--- config.mk ---
export PLATFORM = sky130hd
export DESIGN_NAME = reg_bank4x16_seq
export DESIGN_NICKNAME = d
export VERILOG_FILES = /design/src/rtl/reg_bank4x16_seq.sv
export SDC_FILE = /design/constraint.sdc
export NUM_CORES = 1
export LEC_CHECK = 0
export ABC_AREA = 1
export CAP_MARGIN = 20
export CORE_MARGIN = 1.5
export CORE_UTILIZATION = 35
export DETAILED_ROUTE_END_ITERATION = 12
export PLACE_DENSITY = 0.7
export SLEW_MARGIN = 20
export SYNTH_ARGS = -nofsm -noshare
export SYNTH_HDL_FRONTEND = slang
export SYNTH_SLANG_ARGS = --single-unit
--- constraint.sdc ---
create_clock -name clk -period 2 [get_ports clk]
set_input_delay 0.4 -clock clk [delete_from_list [all_inputs] [get_ports clk]]
set_output_delay 0.4 -clock clk [all_outputs]
set_load 0.01 [all_outputs]
--- src/rtl/reg_bank4x16_seq.sv ---
// Four-entry 16-bit register bank with a free-running select sequencer.
// The entries drive a downstream 4-way mux directly; S picks the mux input,
// rd_data mirrors the mux result locally, dirty tracks entries written since
// they were last scanned, and wrap pulses once per full pass of S.
module reg_bank4x16_seq #(
    parameter logic [15:0] INIT_VAL = 16'h0000
) (
    input  logic        clk,
    input  logic        reset,
    input  logic        wr_en,
    input  logic [1:0]  wr_addr,
    input  logic [15:0] wr_data,
    input  logic        scan_en,
    output logic [1:0]  S,
    output logic [15:0] A,
    output logic [15:0] B,
    output logic [15:0] C,
    output logic [15:0] D,
    output logic [15:0] rd_data,
    output logic [3:0]  dirty,
    output logic        wrap
);

    logic [15:0] regs_q [4];
    logic [15:0] regs_d [4];
    logic [1:0]  sel_q;
    logic [1:0]  sel_d;
    logic [3:0]  dirty_q;
    logic [3:0]  dirty_d;
    logic        wrap_q;
    logic        wrap_d;

    // Next-state: at most one entry written, sequencer advance, dirty tracking.
    always_comb begin
        regs_d  = regs_q;
        sel_d   = sel_q;
        dirty_d = dirty_q;
        wrap_d  = 1'b0;

        if (wr_en) begin
            regs_d[wr_addr] = wr_data;
        end

        if (scan_en) begin
            sel_d            = sel_q + 2'd1;
            wrap_d           = (sel_q == 2'd3);
            dirty_d[sel_q]   = 1'b0;
        end

        // Applied after the scan clear so a coincident write keeps the bit set.
        if (wr_en) begin
            dirty_d[wr_addr] = 1'b1;
        end
    end

    // State registers; synchronous reset overrides any write or scan.
    always_ff @(posedge clk) begin
        if (reset) begin
            for (int i = 0; i < 4; i++) begin
                regs_q[i] <= INIT_VAL;
            end
            sel_q   <= 2'd0;
            dirty_q <= 4'b0000;
            wrap_q  <= 1'b0;
        end else begin
            for (int i = 0; i < 4; i++) begin
                regs_q[i] <= regs_d[i];
            end
            sel_q   <= sel_d;
            dirty_q <= dirty_d;
            wrap_q  <= wrap_d;
        end
    end

    // Local copy of the downstream mux result; no write bypass.
    always_comb begin
        rd_data = regs_q[0];
        case (sel_q)
            2'd0: rd_data = regs_q[0];
            2'd1: rd_data = regs_q[1];
            2'd2: rd_data = regs_q[2];
            2'd3: rd_data = regs_q[3];
            default: rd_data = regs_q[0];
        endcase
    end

    assign A     = regs_q[0];
    assign B     = regs_q[1];
    assign C     = regs_q[2];
    assign D     = regs_q[3];
    assign S     = sel_q;
    assign dirty = dirty_q;
    assign wrap  = wrap_q;

endmodule

# [Word-level counts from Yosys, hierarchy flattened]
# Cells that the tools add are included.
[word_totals] register_bits=71 inputBits=22 wordCells=37
[op_classes] n_addsub=1 order_cmp=6 n_eq_ne=3 mux=10 bitwise=5 n_reduce_logical=5
[ops] operator="64-bit bitwise mux" n=1
[ops] operator="16-bit one-hot mux with 4 select lines" n=1
[ops] operator="16-bit demux with 2-bit select" n=1
[ops] operator="16-bit two-way mux" n=1
[ops] operator="4-bit two-way mux" n=2
[ops] operator="2-bit by 3-bit < comparator with 1-bit output, second input constant" n=2
[ops] operator="4-bit bitwise AND" n=1
[ops] operator="1-bit demux with 2-bit select" n=2
[ops] operator="2-bit equality test, second input constant" n=2
[ops] operator="2-bit by 1-bit >= comparator with 1-bit output, second input constant" n=2
[ops] operator="4-bit NOT" n=1
[ops] operator="4-bit bitwise OR" n=1
[ops] operator="3-bit >= comparator, second input constant" n=1
[ops] operator="1-bit logical AND" n=3
[ops] operator="3-bit by 1-bit < comparator with 1-bit output, second input constant" n=1
[ops] operator="2-bit NOT with 3-bit output" n=1
[ops] operator="2-bit by 1-bit adder with 2-bit output, second input constant" n=1
[ops] operator="2-bit by 1-bit equality test with 1-bit output, second input constant" n=1
[ops] operator="2-bit zero test" n=1
[ops] operator="1-bit two-way mux" n=2
[ops] operator="2-bit OR reduction" n=1
[ops] operator="1-bit NOT" n=1

# [Longest topological paths before layout]
[logic_depth] depth_word=9 ltp_mapped=8 depth_no_buf=6

# [Least setup slack after synthesis]
# Ideal clock, no wire load.
[synth_path] path_kind="reg2out" startpoint="register sel_q[0], in the netlist S[0]" endpoint="output rd_data[0]" arrival_time_ns=1.459 slack_ns=0.141 stages_incl_launch_ff=8 n_path_buf=2 path_cell_list="dfxtp_1 -> inv_1 -> ha_1 -> buf_2 -> inv_1 -> buf_2 -> nor2_1 -> a21oi_1"
[synth_between] elab_chain_cells=2
[synth_rtl] element="start: declaration" line_no="26" rtl="logic [1:0] sel_q;"
[synth_rtl] element="start signal: assignment" line_no="69" rtl="sel_q <= sel_d;"
[synth_rtl] element="2-bit equality test (tied with other cells)" line_no="78" rtl="case (sel_q)"
[synth_rtl] element="16-bit one-hot mux with 4 select lines (*)" line_no="78"
[synth_rtl] element="end: declaration" line_no="19" rtl="output logic [15:0] rd_data,"
# Every way passes the cells marked *; elsewhere a longest branch is shown, timed or not.

# [Worst setup path in the final report]
[layout_path] startpoint="register sel_q[0], in the netlist S[0]" endpoint="output rd_data[7]"
# The elaborated chain is that of the path after synthesis.

==> impl_results.md <==
- CTS max path bufs: 2
- Dominant cells by area after synthesis: dfxtp_1 41%, nand2_1 18%, nor2_1 14%
- Leak Pwr: 0.00248 uW
- Seq pwr share: 45.0%
- DP HPWL: between 8000 and 9000 um
- Sink Count: 71
- Number of antenna diodes: 0
- Top Ports: 109
- Crit. End Element: primary output
- Final wirelength: 11600 um
- Worst Path Required: between 1.5 and 2 ns
- # placed instances: 804
- Initial antenna violation count: 0
- Flop-to-flop setup slack: a little under 0.7 ns
- Share of layout cells above drive strength 1: between 10% and 20%
- Fin nets: 714
- Setup crit start kind: flip-flop
- CP Launch Point: S[0]
- Final WS setup: -0.00469 ns
- Post-DRT Antenna Nets: 0
- Clk_lat worst skew: 0.35 ns
- Worst Hold End: dirty[1]
- CTS tree: yes
- Sw Share: 30.8%
- Net Sw Power: 1070 uW
- Worst-Margin Slew: 0.341 ns
- Row cnt: 36
- Area leader, netlist: dfxtp_1
- All-Layer GR Usage: 22.2%
- First-pass GRT wire length: 17600 um
- Clock power frac: 30.4%
- Top-area cell type share of the netlist area: about two fifths
- Synthesis Warnings: 0
- RR Endpoint: dirty[1]
- Tmin final: 2.00 ns
- Via count: 3827
- # Max-Cap Violations: 0
- Avg Inst Size Synth: 6.09 um2
- Routed wire per std cell: 14.0 um
- Final slew viol count: 0
- Hold/Removal Path Class: reg -> reg
- Fin. Hold Viols: 0
- CP Class: reg -> out
- Failing checks: negative setup slack
- Die Ht: 102 um
- Internal power: 2410 uW
- Mapped Area: roughly 3500 um2
- Vias/cell: 4.64
- Root Buffer: clkbuf_8
- Worst-path fanout max: 8
- RSZ-0062 raised after global routing: yes
- First-pass DRT Iterations: 5
- Largest net degree at the start of global routing: 37
- Min-delay src: dirty[1]
- Fmax: 499 MHz
- Worst hold stages: 2
- Global placer's final weighted congestion: 0.887
- Initial core utilization: 35.8%
- CP arrival: 1.60 ns
- TNS Setup: -0.00469 ns
- PD cells: 673 nW/um2
- Reg2reg start: S[0]
- DRC Markers: 0
- Post-Synthesis Cells: approximately 570
- Vias in the first global route: 3615
- Final worst-path cycle share: 100%
- Htree depth: 3
- Post-synthesis sequential element count: between 70 and 80
- Setup Viol. Count Final: 1
- Port buffer count: 108
- Die width: approximately 100 um
- Area grow syn2layout: 49.1%
- Clock transition at path regs: about 0.08 ns
- Post-synth net total: just under 600
- CTS Buf Count: 9
- VDD IR max: around 0.31 mV
- Total grt overflow: 0
- Synth unique cells: 14
- Rel. slew slack: between 70% and 80%
- Die area: 10500 um2
- Detailed Route Iter0 Violations: 152
- Part of the Yosys area used for sequential elements: 41.0%
- Final std cells w/o fill: 825
- Run status: finished, violations left
- Skew final: between 0.004 and 0.005 ns
- Core area: 9680 um2
- Cells on worst reg2reg path: 7
- Gate power share: 24.6%
- Hold Slack: 0.476 ns
## state kept, by name, summed over array words and instances, names as in the netlist
name   count
A         16
B         16
C         16
D         16
S          2
dirty      4
wrap       1
## per-stage QoR
| step | setup slack [ns] | util [%] | area [um2] | total power [uW] |
|---|---|---|---|---|
| after floorplan | 0.141 | - | 3460 | 1930 |
| after global placement | -0.133 | 49.6 | 4800 | 2360 |
| after detailed placement | -0.167 | 49.6 | 4800 | 2380 |
| after CTS | -0.0279 | 52.0 | 5040 | 3450 |
| after global routing | -0.0736 | 53.3 | 5160 | 3660 |
| final | -0.00469 | 53.3 | 5160 | 3480 |
## how the worst max path moves through the flow
stage,end,slack (ns)
6_report,rd_data[7],-0.005
5_1_grt,rd_data[7],-0.07
4_1_cts,rd_data[3],-0.03
3_5_place_dp,rd_data[2],-0.17
3_3_place_gp,rd_data[2],-0.13
2_1_floorplan,rd_data[0],0.14
## power groups by stage
stage	logic (uW)	clock network (uW)	registers, uW
floorplan	328	0	1610
global placement	776	0	1590
detailed placement	792	0	1590
CTS	802	1080	1560
global route	933	1160	1570
finish	855	1060	1570
## Yosys cell counts
master,count
a21oi_1,54
dfxtp_1,71
o21ai_0,2
ha_1,5
nand2_1,169
clkbuf_1,7
inv_1,85
inv_2,2
nor2_2,1
buf_2,23
buf_4,1
nand3_1,19
nor2_1,129
buf_1,1
## cell usage in the layout, fill, tap and decap left out
master           count
inv_1               80
o21ai_0              2
clkinvlp_4           3
inv_2                4
ha_1                 1
buf_2               16
clkdlybuf4s50_1     92
ha_4                 4
dfxtp_1             69
inv_6                1
a21oi_2             21
nand2_1            166
a21oi_4              1
nand3_1             19
nor2_1             129
clkbuf_8            11
buf_4               17
clkbuf_16            1
dfxtp_4              2
buf_8                1
clkinv_2             2
inv_4                2
buf_12               4
nand2_2              3
nor2_2               1
buf_6                8
a21oi_1             32
## layout make-up
type	instances	area [um2]
Clock inverter	5	32.5
Fill cell	948	4520
Sequential cell	71	1430
Multi-Input combinational cell	379	1710
Timing Repair Buffer	139	1340
Inverter	87	337
Clock buffer	11	151
Tap cell	133	166
## worst max-delay path, stage by stage (launching register included)
cell and delay (ns):
dfxtp_4 0.37, buf_4 0.14, ha_4 0.18, clkbuf_16 0.18
a21oi_2 0.17, a21oi_2 0.07, buf_2 0.14
## layer usage
metal	vias up	wire length, um	share of wire [%]	GRT usage [%]
li1	1912	-	-	-
met1	1741	4650	40	25.7
met2	158	5770	50	40.3
met3	16	980	8.5	5.95
met4	0	168	1.5	6.01
met5	-	0	0	0
## cell families after synthesis
| group | after synthesis | synth area share (%) |
|---|---|---|
| adders and majority gates | 5 | 1.81 |
| DFF | 71 | 41.0 |
| AOI/OAI and AO/OA | 56 | 8.09 |
| and+or+nand+nor | 318 | 35.2 |
| buffers and inverters | 119 | 13.8 |
## what timing repair did
item                                    in CTS  in global routing
gates cloned                                 2                  1
gates resized for setup                     94                 28
hold buffers                                 0                  0
buffers inserted                             0                  2
endpoints found under the setup margin      16                 16
pin swaps                                    0                  5
Note: power is estimated with default switching activity, not from simulation.
